### src/rtl/es24_pkg.sv
// ============================================================================
// Module      : es24_pkg
// Description : Shared types and constants for the ES24 card-cycle sequencer.
//               Holds the command opcode enum, the sequencer state enum, the
//               brush phase order (phase index -> timing bit) and helpers.
// Revision    : 1.0 - initial release
// ============================================================================
`default_nettype none

package es24_pkg;

    typedef enum logic [1:0] {
        ES24_OP_ADD     = 2'd0,
        ES24_OP_SUB     = 2'd1,
        ES24_OP_CLEAR   = 2'd2,
        ES24_OP_ANALYSE = 2'd3
    } es24_op_e;

    // ST_GAP is only reachable when the inter-phase gap is built in.
    typedef enum logic [1:0] {
        ST_IDLE = 2'd0,
        ST_RUN  = 2'd1,
        ST_DONE = 2'd2,
        ST_GAP  = 2'd3
    } es24_state_e;

    localparam int ES24_NPHASES = 15;
    localparam int ES24_GAP_LEN = 4;

    // Phase index of T11; the counter analysis is sampled at its end.
    localparam logic [3:0] ES24_IDX_T11 = 4'd1;

    // Brush order T12, T11, T9..T0, T13, T14, T15. Element [0] is the first
    // phase of a card cycle; T10 is never sensed.
    localparam logic [ES24_NPHASES-1:0][3:0] ES24_PHASE_ORDER = {
        4'd15, 4'd14, 4'd13, 4'd0, 4'd1, 4'd2, 4'd3,
        4'd4,  4'd5,  4'd6,  4'd7, 4'd8, 4'd9, 4'd11, 4'd12
    };

    function automatic logic [3:0] es24_phase_bit(input logic [3:0] idx);
        logic [3:0] tbit;
        tbit = 4'd0;
        if (int'(idx) < ES24_NPHASES) begin
            tbit = ES24_PHASE_ORDER[idx];
        end
        return tbit;
    endfunction

    // True when any of the twelve BCD nibbles is not a decimal digit.
    function automatic logic es24_has_bad_digit(input logic [47:0] digits);
        logic bad;
        bad = 1'b0;
        for (int i = 0; i < 12; i++) begin
            if (digits[4*i +: 4] > 4'd9) begin
                bad = 1'b1;
            end
        end
        return bad;
    endfunction

endpackage

`default_nettype wire

### src/rtl/es24_phase_timer.sv
// ============================================================================
// Module      : es24_phase_timer
// Description : Sub-counter and phase index for one ES24 card cycle.
//               start      - clear to the first clock of T12 (priority)
//               run        - advance by one clock
//               phase_idx  - current phase index 0..14
//               phase_last - last clock of the current phase (never in gap)
//               cycle_last - last clock of the whole card cycle
//               in_gap     - currently inside an inter-phase gap
//               nxt_*      - values the index/gap flag take after this clock,
//                            so the owner can register decoded outputs
// Config      : ES24_ZYKLUS_GAP_EN adds ES24_GAP_LEN idle clocks after each
//               phase.
// Revision    : 1.0 - initial release
// ============================================================================
`default_nettype none

module es24_phase_timer
    import es24_pkg::*;
#(
    parameter int PHASE_LEN = 32
)
(
    input  logic       clk,
    input  logic       reset,
    input  logic       start,
    input  logic       run,
    output logic [3:0] phase_idx,
    output logic [3:0] nxt_phase_idx,
    output logic       phase_last,
    output logic       cycle_last,
    output logic       in_gap,
    output logic       nxt_in_gap
);

    localparam int               SUB_W    = $clog2(PHASE_LEN);
    localparam logic [SUB_W-1:0] SUB_MAX  = SUB_W'(PHASE_LEN - 1);
    localparam logic [3:0]       LAST_IDX = 4'(ES24_NPHASES - 1);

    logic [SUB_W-1:0] sub_q, sub_d;
    logic [3:0]       phase_q, phase_d;
    logic             sub_wrap;
    logic             on_last_phase;

    assign sub_wrap      = (sub_q == SUB_MAX);
    assign on_last_phase = (phase_q == LAST_IDX);

`ifdef ES24_ZYKLUS_GAP_EN
    logic       gap_q, gap_d;
    logic [1:0] gap_cnt_q, gap_cnt_d;
    logic       gap_wrap;

    assign gap_wrap = (gap_cnt_q == 2'(ES24_GAP_LEN - 1));

    always_comb begin
        sub_d     = sub_q;
        phase_d   = phase_q;
        gap_d     = gap_q;
        gap_cnt_d = gap_cnt_q;
        if (start) begin
            sub_d     = '0;
            phase_d   = '0;
            gap_d     = 1'b0;
            gap_cnt_d = '0;
        end else if (run) begin
            if (gap_q) begin
                if (gap_wrap) begin
                    gap_d     = 1'b0;
                    gap_cnt_d = '0;
                    if (!on_last_phase) begin
                        phase_d = phase_q + 4'd1;
                    end
                end else begin
                    gap_cnt_d = gap_cnt_q + 2'd1;
                end
            end else if (sub_wrap) begin
                sub_d     = '0;
                gap_d     = 1'b1;
                gap_cnt_d = '0;
            end else begin
                sub_d = sub_q + SUB_W'(1);
            end
        end
    end

    always_ff @(posedge clk or negedge reset) begin
        if (!reset) begin
            sub_q     <= '0;
            phase_q   <= '0;
            gap_q     <= 1'b0;
            gap_cnt_q <= '0;
        end else begin
            sub_q     <= sub_d;
            phase_q   <= phase_d;
            gap_q     <= gap_d;
            gap_cnt_q <= gap_cnt_d;
        end
    end

    assign phase_last = !gap_q && sub_wrap;
    assign cycle_last = gap_q && gap_wrap && on_last_phase;
    assign in_gap     = gap_q;
    assign nxt_in_gap = gap_d;
`else
    always_comb begin
        sub_d   = sub_q;
        phase_d = phase_q;
        if (start) begin
            sub_d   = '0;
            phase_d = '0;
        end else if (run) begin
            if (sub_wrap) begin
                sub_d = '0;
                if (!on_last_phase) begin
                    phase_d = phase_q + 4'd1;
                end
            end else begin
                sub_d = sub_q + SUB_W'(1);
            end
        end
    end

    always_ff @(posedge clk or negedge reset) begin
        if (!reset) begin
            sub_q   <= '0;
            phase_q <= '0;
        end else begin
            sub_q   <= sub_d;
            phase_q <= phase_d;
        end
    end

    assign phase_last = sub_wrap;
    assign cycle_last = sub_wrap && on_last_phase;
    assign in_gap     = 1'b0;
    assign nxt_in_gap = 1'b0;
`endif

    assign phase_idx     = phase_q;
    assign nxt_phase_idx = phase_d;

endmodule

`default_nettype wire

### src/rtl/es24_kartenzyklus.sv
// ============================================================================
// Module      : es24_kartenzyklus
// Description : ES24 card-cycle sequencer. Accepts one punched-card command
//               over valid/ready and plays the brush timing, digit punches
//               and counter controls for one full card cycle.
// Ports       : clk, reset (async, active-low)
//               cmd_valid/cmd_ready, cmd_op, cmd_neg, cmd_digits[47:0]
//               timing[15:0], data[12:1]
//               aufnahme_out, umkehr_out, minus_out, loeschen_out, za_req_out
//               zaehleranalyse (in)
//               done_valid, done_za, done_err
// Config      : ES24_ZYKLUS_GAP_EN inserts an all-zero gap after each phase.
// Revision    : 1.0 - initial release
// ============================================================================
`default_nettype none

module es24_kartenzyklus
    import es24_pkg::*;
#(
    parameter int PHASE_LEN = 32
)
(
    input  logic        clk,
    input  logic        reset,
    input  logic        cmd_valid,
    output logic        cmd_ready,
    input  logic [1:0]  cmd_op,
    input  logic        cmd_neg,
    input  logic [47:0] cmd_digits,
    output logic [15:0] timing,
    output logic [12:1] data,
    output logic        aufnahme_out,
    output logic        umkehr_out,
    output logic        minus_out,
    output logic        loeschen_out,
    output logic        za_req_out,
    input  logic        zaehleranalyse,
    output logic        done_valid,
    output logic        done_za,
    output logic        done_err
);

    es24_state_e state_q, state_d;
    es24_op_e    op_q, op_d;
    logic        neg_q, neg_d;
    logic [47:0] digits_q, digits_d;
    logic        err_q, err_d;
    logic        za_q, za_d;

    logic [15:0] timing_q, timing_d;
    logic [12:1] data_q, data_d;
    logic        aufnahme_q, aufnahme_d;
    logic        umkehr_q, umkehr_d;
    logic        minus_q, minus_d;
    logic        loeschen_q, loeschen_d;
    logic        za_req_q, za_req_d;
    logic        cmd_ready_q, cmd_ready_d;
    logic        done_valid_q, done_valid_d;
    logic        done_za_q, done_za_d;
    logic        done_err_q, done_err_d;

    logic        accept;
    logic        timer_run;
    logic [3:0]  phase_idx;
    logic [3:0]  nxt_phase_idx;
    logic        phase_last;
    logic        cycle_last;
    logic        timer_in_gap;
    logic        nxt_in_gap;
    logic        za_sample;
    logic [3:0]  tbit;
    logic        addsub_d;

    assign accept    = cmd_valid && cmd_ready_q;
    assign timer_run = (state_q == ST_RUN) || (state_q == ST_GAP);

    es24_phase_timer #(
        .PHASE_LEN (PHASE_LEN)
    ) u_timer (
        .clk           (clk),
        .reset         (reset),
        .start         (accept),
        .run           (timer_run),
        .phase_idx     (phase_idx),
        .nxt_phase_idx (nxt_phase_idx),
        .phase_last    (phase_last),
        .cycle_last    (cycle_last),
        .in_gap        (timer_in_gap),
        .nxt_in_gap    (nxt_in_gap)
    );

    // Counter analysis is taken on the final clock of T11, never in a gap.
    assign za_sample = (state_q == ST_RUN) && !timer_in_gap && phase_last &&
                       (phase_idx == ES24_IDX_T11) && (op_q == ES24_OP_ANALYSE);

    // Next state and command latch.
    always_comb begin
        state_d  = state_q;
        op_d     = op_q;
        neg_d    = neg_q;
        digits_d = digits_q;
        err_d    = err_q;
        za_d     = za_q;

        case (state_q)
            ST_IDLE: begin
                if (accept) begin
                    state_d = ST_RUN;
                end
            end
            ST_RUN, ST_GAP: begin
                if (cycle_last) begin
                    state_d = ST_DONE;
                end else if (nxt_in_gap) begin
                    state_d = ST_GAP;
                end else begin
                    state_d = ST_RUN;
                end
            end
            ST_DONE: begin
                state_d = accept ? ST_RUN : ST_IDLE;
            end
            default: begin
                state_d = ST_IDLE;
            end
        endcase

        if (accept) begin
            op_d     = es24_op_e'(cmd_op);
            neg_d    = cmd_neg;
            digits_d = cmd_digits;
            err_d    = ((cmd_op == 2'(ES24_OP_ADD)) || (cmd_op == 2'(ES24_OP_SUB))) &&
                       es24_has_bad_digit(cmd_digits);
            za_d     = 1'b0;
        end else if (za_sample) begin
            za_d = zaehleranalyse;
        end
    end

    // Output decode from the next-cycle state, so every output is a flop and
    // T12 appears on the clock right after the accept edge.
    always_comb begin
        tbit         = es24_phase_bit(nxt_phase_idx);
        addsub_d     = (op_d == ES24_OP_ADD) || (op_d == ES24_OP_SUB);
        timing_d     = '0;
        data_d       = '0;
        aufnahme_d   = 1'b0;
        umkehr_d     = 1'b0;
        minus_d      = 1'b0;
        loeschen_d   = 1'b0;
        za_req_d     = 1'b0;

        if (state_d == ST_RUN) begin
            timing_d[tbit] = 1'b1;
            // A nibble matches only a decimal phase, so >9 never punches.
            for (int n = 1; n <= 12; n++) begin
                if (addsub_d && (tbit <= 4'd9) && (digits_d[4*n-1 -: 4] == tbit)) begin
                    data_d[n] = 1'b1;
                end
            end
            aufnahme_d = addsub_d && ((tbit == 4'd12) || (tbit == 4'd11));
            umkehr_d   = (op_d == ES24_OP_SUB) && ((tbit == 4'd12) || (tbit == 4'd11));
            minus_d    = addsub_d && neg_d && (tbit == 4'd11);
            loeschen_d = (op_d == ES24_OP_CLEAR) && (tbit == 4'd12);
            za_req_d   = (op_d == ES24_OP_ANALYSE) && (tbit == 4'd12);
        end

        cmd_ready_d  = (state_d == ST_IDLE) || (state_d == ST_DONE);
        done_valid_d = (state_d == ST_DONE);
        done_za_d    = done_valid_d && za_q;
        done_err_d   = done_valid_d && err_q;
    end

    always_ff @(posedge clk or negedge reset) begin
        if (!reset) begin
            state_q      <= ST_IDLE;
            op_q         <= ES24_OP_ADD;
            neg_q        <= 1'b0;
            digits_q     <= '0;
            err_q        <= 1'b0;
            za_q         <= 1'b0;
            timing_q     <= '0;
            data_q       <= '0;
            aufnahme_q   <= 1'b0;
            umkehr_q     <= 1'b0;
            minus_q      <= 1'b0;
            loeschen_q   <= 1'b0;
            za_req_q     <= 1'b0;
            cmd_ready_q  <= 1'b1;
            done_valid_q <= 1'b0;
            done_za_q    <= 1'b0;
            done_err_q   <= 1'b0;
        end else begin
            state_q      <= state_d;
            op_q         <= op_d;
            neg_q        <= neg_d;
            digits_q     <= digits_d;
            err_q        <= err_d;
            za_q         <= za_d;
            timing_q     <= timing_d;
            data_q       <= data_d;
            aufnahme_q   <= aufnahme_d;
            umkehr_q     <= umkehr_d;
            minus_q      <= minus_d;
            loeschen_q   <= loeschen_d;
            za_req_q     <= za_req_d;
            cmd_ready_q  <= cmd_ready_d;
            done_valid_q <= done_valid_d;
            done_za_q    <= done_za_d;
            done_err_q   <= done_err_d;
        end
    end

    assign cmd_ready    = cmd_ready_q;
    assign timing       = timing_q;
    assign data         = data_q;
    assign aufnahme_out = aufnahme_q;
    assign umkehr_out   = umkehr_q;
    assign minus_out    = minus_q;
    assign loeschen_out = loeschen_q;
    assign za_req_out   = za_req_q;
    assign done_valid   = done_valid_q;
    assign done_za      = done_za_q;
    assign done_err     = done_err_q;

endmodule

`default_nettype wire

### config.mk
export PLATFORM = sky130hd
export DESIGN_NAME = es24_kartenzyklus
export DESIGN_NICKNAME = d
export VERILOG_FILES = /design/src/rtl/es24_pkg.sv /design/src/rtl/es24_phase_timer.sv /design/src/rtl/es24_kartenzyklus.sv
export SDC_FILE = /design/constraint.sdc
export NUM_CORES = 1
export LEC_CHECK = 0
export CORE_AREA = 3 3 154 119
export DETAILED_ROUTE_END_ITERATION = 16
export DIE_AREA = 0 0 157 122
export PLACE_DENSITY = 0.57
export SLEW_MARGIN = 20
export SYNTH_ARGS = -nofsm -noshare
export SYNTH_HDL_FRONTEND = slang
export SYNTH_SLANG_ARGS = --single-unit
### constraint.sdc
create_clock -name clk -period 6.88 [get_ports clk]
set_clock_uncertainty 0.1 [all_clocks]
set_input_delay 1.032 -clock clk [delete_from_list [all_inputs] [get_ports clk]]
set_output_delay 1.032 -clock clk [all_outputs]
set_load 0.02 [all_outputs]
==> results.md, run 1 <==
* Status: finished clean
* Fmax at 223 MHz
* Avg Vias per Cell at 5.04
* Post-route setup slack at 2.40 ns
* Vias at 4,323
* Yosys reg bits at 101
* Routed WL per cell at 16.4 um
* Core Region at 16,800 um^2
* WP buf/inv at 0
* Seq/Total Area, Yosys at 50.1%
* Area of the multi-input gates at 2340 um^2
* VDD IR max at 0.000105 V
* Clk slew on worst S/H paths at 0.07 ns
* Global-route wire length before repair at 22.7 mm
* Die extent in x at 157 um
* Adder-cell share of the synthesized area at 1.98%
* Worst-Margin Slew at 0.987 ns
* Critical Path AT at 4.60 ns
* Clock sink total at 101
* Most frequent cells in the layout: nand2_1, dfrtp_1, clkdlybuf4s50_1, nor2_1, nand3_1
* TritonCTS clock tree: built
* Hold Buf Count CTS at 0
* Post-synthesis mux area share at 1.41%
* Worst Setup End Kind: flop
* GRT Overall Usage at 15.2%
* Synth warn at 0
* Setup TNS at 0 ns
* Crit-path cells: ha_1 -> and3_1 -> ha_1 -> nand2_1 -> nor2_1 -> mux2_2 -> ha_1 -> a21oi_1 -> a311o_1 -> nand3_1 -> a2111oi_0
* Gate Count Post-Synth at 561
* I/O pin total at 92
* Final Hold Viols at 0
* Relative slew margins at 34.2%
* MaxCap Viol Count at 0
* GPL Wtd Cong at 0.887
* Maximum buffer depth of the clock tree at 2
* # fillers at 1,647
* Critical path launch point type: flop
* Async SR Flop Fraction at 100%
* Placement Setup Slack at 2.05 ns
* Post-synthesis simple-gate area fraction at 29.2%
* Critical path type: reg -> reg
* P_leak at 2.96 nW
* # setup viols final at 0
* Final min period at 4.48 ns
* Post-CTS Setup Repair Bufs at 0
* Number of DRC markers in iteration 0 at 274
* Most common cell after layout, fill and taps aside: nand2_1
* Share of cells above drive strength 1 at 7.48%
* Critical path's slowest cell: a21oi_1
* # DRC at 0
* Post_cts resized at 0
* FF/Latch Area at 2530 um^2
* Tcrit/Tclk final at 65.1%
* Vias in the first global route at 4,243
* 1st-pass router iterations at 5
* ANT cells at 0
* Pwr Density at 297 nW/um^2
* Synth cell types at 61
* EDFF count, synth at 0
* Chip Height at 122 um
* Cell area after synthesis at 5050 um^2
* CP dominant cell by count: ha_1
* Synth Flop Type: dfrtp_1
* Num CTS Buffers at 9
* Type of the most critical hold path: reg -> reg
* Die ar. at 19,200 um^2
* Slew Viols, Final at 0
* Syn_area_per_cell at 8.99 um^2
* Critical path's largest stage delay at 0.76 ns
* CP top delay family: compound AO/OA/AOI/OAI gates
* Initial antenna violation count at 0
* Synth Area in Compound Gates at 10.4%
* I/O Buffers at 91
* Clk root buf: clkbuf_16
* DRT Wirelength at 14.0 mm
* Starting Density at 30.1%
* RSZ-0062 raised after global routing: false
* Global route overflow at 0
* Post-layout nets at 700
* Clk Latency, worst-skew pair at 0.36 ns
* H-tree Lvls at 3
* Area Growth Syn to Fin at 28.3%
* Largest family of logic cells by synthesized area: simple AND/OR/NAND/NOR gates
* ANT nets after route at 0
* Xor/xnor share of the synthesized area at 3.12%
* DP HPWL at 9.94 mm
* Worst EP required at 7.00 ns
* CP Max Fanout at 15
* Syn Nets at 624
* # rows at 41
* Largest net degree at the start of global routing at 59
## worst min-delay path, stage by stage, from the launching register on
cell	delay (ns)
dfrtp_1	0.33
nand2_1	0.04
nand2_1	0.07
## layout make-up
cell class                 instances  share of cell area (%)
clock buffer                      10                    3.69
timing repair buffer              98                    14.8
sequential                       101                    39.1
clock inverter                     6                    1.45
inverter                          11                   0.638
tap                              215                    4.15
multi-input combinational        416                    36.2
## Yosys cell counts (4+ instances only)
library cell	count	area (um^2)
nand2_1	162	608
dfrtp_1	100	2500
nor2_1	37	139
nand3_1	22	110
clkbuf_1	20	75.1
nor3_1	20	100
xnor2_1	18	158
o21ai_0	17	85.1
a21oi_1	14	70.1
and2_1	13	81.3
a221oi_1	11	96.3
inv_1	11	41.3
ha_1	8	100
nor4_1	8	50.1
a21o_1	7	52.6
nand4b_1	7	61.3
and3_1	6	37.5
mux2i_1	6	60.1
nor4b_1	6	52.6
or2_2	6	37.5
buf_2	5	25.0
nand4_1	5	31.3
buf_1	4	15.0
## kinds of logic (layout without fill, tap and decap cells)
| family | count (synthesis) | after routing |
|---|---|---|
| AND/OR/NAND/NOR | 309 | 309 |
| flip-flops | 101 | 101 |
| AO/OA/AOI/OAI | 74 | 74 |
| buffers and inverters | 44 | 125 |
| XOR/XNOR | 18 | 18 |
| adder cells (fa/ha/maj) | 8 | 8 |
| multiplexers | 7 | 7 |
## worst paths after layout
check                            startpoint  slack, ns  cells after the start          endpoint
setup / recovery           u_timer.sub_q[0]       2.40                     11           data[6]
min in group asynchronous             reset       0.57                      1  u_timer.sub_q[4]
hold / removal                        neg_q       0.38                      2             neg_q
max in group asynchronous             reset       4.95                      2      digits_q[22]
hold reg to reg                       neg_q       0.38                      2             neg_q
setup reg to reg           u_timer.sub_q[0]       2.40                     11           data[6]
## flip-flops by register name, indices dropped and copies added (netlist names), 2 cells and up
| signal | count |
|---|---|
| data | 12 |
| u_timer.sub_q | 5 |
| state_q | 2 |
| digits_q | 48 |
| op_q | 2 |
| timing | 16 |
| u_timer.phase_idx | 4 |
## power by group
part	total, mW	leakage, nW	internal, mW	switching, mW
combinational	0.596	1.48	0.263	0.333
sequential	0.763	1.32	0.713	0.0503
clock	0.562	0.165	0.333	0.230
total	1.92	2.96	1.31	0.613
## per-stage QoR
stage	instances	util [%]	total power, mW	cell area (um^2)	hold slack (ns)
global route	857	38.6	2.06	6470	0.413
finish	857	38.6	1.92	6470	0.378
detailed placement	841	36.5	1.37	6130	0.364
global placement	841	36.5	1.35	6130	0.362
floorplan	561	-	1.18	5050	0.340
CTS	857	38.5	1.95	6460	0.383
## routing by layer
layer  part of all wire [%]  wire length [um]  global-route usage (%)  vias to the layer above
li1                       -                 -                       -                     2085
met1                     49              6840                    21.6                     2108
met2                     44              6210                    22.7                      120
met3                    5.7               794                    4.58                       10
met4                    1.3               176                    3.77                        0
met5                      0                 0                       0                        -
Note: power is estimated with default switching activity, not from simulation.
==> run 2: changes to the inputs <==
Clock period 6.88 ns to 4.2 ns, I/O delays scaled along.
==> results.md, run 2 (synthesized netlist as in run 1, its figures left out) <==
* Status: finished clean
* P_leak at 2.96 nW (+0.13%)
* Starting Density at 30.1% (unchanged)
* 1st-pass router iterations at 4 (-1)
* Clk pwr share at 27.3% (-2.0 points)
* Most common cell after layout, fill and taps aside: nand2_1
* Vias in the first global route at 4,242 (-0.024%)
* Met3 GRT Util at 3.62% (-0.96 points)
* Most frequent cells in the layout: nand2_1, dfrtp_1, clkdlybuf4s50_1, nor2_1, nand3_1
* Psw at 1.05 mW (+70%)
* Critical path type: reg -> reg
* Critical Path AT at 3.94 ns (-0.66 ns)
* TritonCTS clock tree: built
* DP HPWL at 10.0 mm (+0.82%)
* MaxCap Viol Count at 0 (unchanged)
* VDD IR max at 0.000182 V (+74%)
* Critical path's slowest cell: dfrtp_1
* Final non-filler cell total at 862 (+0.58%)
* H-tree Lvls at 3 (unchanged)
* Number of DRC markers in iteration 0 at 223 (-19%)
* Die ar. at 19,200 um^2 (unchanged)
* Critical path's largest stage delay at 0.40 ns (-0.36 ns)
* RSZ-0062 raised after global routing: false
* Fmax at 265 MHz (+19%)
* Relative slew margins at 51.5% (+17 points)
* Share of cells above drive strength 1 at 8.35% (+0.87 points)
* Sequential power share at 40.5% (+0.8 points)
* Final min period at 3.77 ns (-0.712 ns)
* Slew Viols, Final at 0 (unchanged)
* Clock sink total at 101 (unchanged)
* Critical path launch point type: flop
* Maximum buffer depth of the clock tree at 2 (unchanged)
* Clk slew on worst S/H paths at 0.07 ns (about the same)
* # DRC at 0 (unchanged)
* Placed instance count at 846 (+0.59%)
* Vias at 4,268 (-1.3%)
* Met1 usage at 20.7% (-0.91 points)
* I/O Buffers at 91 (unchanged)
* CP top delay family: simple AND/OR/NAND/NOR gates
* ANT nets after route at 0 (unchanged)
* I/O pin total at 92 (unchanged)
* Area Growth Syn to Fin at 28.4% (about the same)
* Core Region at 16,800 um^2 (unchanged)
* Hold Buf Count CTS at 0 (unchanged)
* Sw frac at 34.0% (+2.1 points)
* # rows at 41 (unchanged)
* Cell Int Power at 2.03 mW (+55%)
* Worst-Margin Slew at 0.727 ns (-0.260 ns)
* Tcrit/Tclk final at 89.7% (+25 points)
* Worst EP required at 4.37 ns (-2.63 ns)
* Met2 usage at 22.3% (-0.35 points)
* Post-CTS Setup Repair Bufs at 0 (unchanged)
* # setup viols final at 0 (unchanged)
* Global route overflow at 0 (unchanged)
* Gr busiest metal: met2
* GPL Wtd Cong at 0.886 (about the same)
* Largest net degree at the start of global routing at 77 (+31%)
* # fillers at 1,651 (+0.24%)
* Clk Latency, worst-skew pair at 0.36 ns (about the same)
* Post_cts resized at 0 (unchanged)
* Post-layout nets at 705 (+0.71%)
* Setup TNS at 0 ns (unchanged)
* Final Hold Viols at 0 (unchanged)
* Die extent in x at 157 um (unchanged)
* CP dominant cell by count: ha_1
* Avg Vias per Cell at 4.95 (-1.8%)
* Max FFs per register at 48 (unchanged)
* DRT Wirelength at 13.7 mm (-2.4%)
* Routed WL per cell at 15.9 um (-2.9%)
* Chip Height at 122 um (unchanged)
* Num CTS Buffers at 9 (unchanged)
* Type of the most critical hold path: in -> async
* Crit-path cells: ha_1 -> and3_1 -> ha_1 -> nand2_1 -> nor2_1 -> mux2_2 -> inv_1 -> ha_1 -> nor2_1 -> nor4_1 -> or4_1 -> buf_4 -> o21ai_0 -> nor3_1
* Comb pwr share at 32.2% (+1.2 points)
* Pwr Density at 475 nW/um^2 (+60%)
* Initial antenna violation count at 0 (unchanged)
* Worst Setup End Kind: flop
* GRT Overall Usage at 14.8% (-0.45 points)
* Biggest register: digits_q
* Clk root buf: clkbuf_16
* CP Max Fanout at 13 (-2)
* Global-route wire length before repair at 22.2 mm (-2.5%)
* ANT cells at 0 (unchanged)
* WP buf/inv at 2 (+2)
run 2: metal layers:
layer / wire length (um) / vias up
met4: 275 / 0
met5: 0 / -
met3: 778 / 18
met2: 6140 / 120
li1: - / 2079
met1: 6490 / 2051
run 2: area by class of cell:
type / count / area [um^2] / share of cell area, %
clock buffers: 9 / 225 / 3.48
clock inverters: 7 / 76.3 / 1.18
inverters: 11 / 41.3 / 0.637
multi-input cells: 416 / 2330 / 36.0
flip-flops and latches: 101 / 2530 / 39.0
well taps: 215 / 269 / 4.15
repair buffers: 103 / 1000 / 15.5
run 2: metrics by stage:
step / setup slack [ns] / hold slack [ns] / instance area [um^2] / power [mW] / util, %
final: 0.432 / 0.190 / 6480 / 3.08 / 38.6
after global routing: 0.0725 / 0.266 / 6480 / 3.29 / 38.6
after CTS: 0.283 / 0.378 / 6470 / 3.10 / 38.5
after detailed placement: 0.312 / 0.373 / 6160 / 2.26 / 36.7
after global placement: 0.492 / 0.358 / 6160 / 2.22 / 36.7
after floorplan: 0.781 / 0.234 / 5050 / 1.93 / -
run 2: final timing paths:
path / from / to / slack [ns] / cells past startpoint
worst max-delay path: u_timer.sub_q[0] / timing[8] / 0.43 / 14
worst min-delay path: reset / za_q / 0.19 / 1
worst max register to register: u_timer.sub_q[0] / timing[8] / 0.43 / 14
worst min register to register: err_q / err_q / 0.39 / 2
max in group asynchronous: reset / cmd_ready / 2.98 / 2
min in group clk: err_q / err_q / 0.39 / 2
run 2: power by group through the flow:
stage | registers (mW) | logic (mW) | clock network (mW)
final | 1.25 | 0.991 | 0.839
after global routing | 1.27 | 1.11 | 0.902
after CTS | 1.25 | 0.997 | 0.859
after detailed placement | 1.27 | 0.991 | 0
after global placement | 1.26 | 0.963 | 0
after floorplan | 1.28 | 0.650 | 0
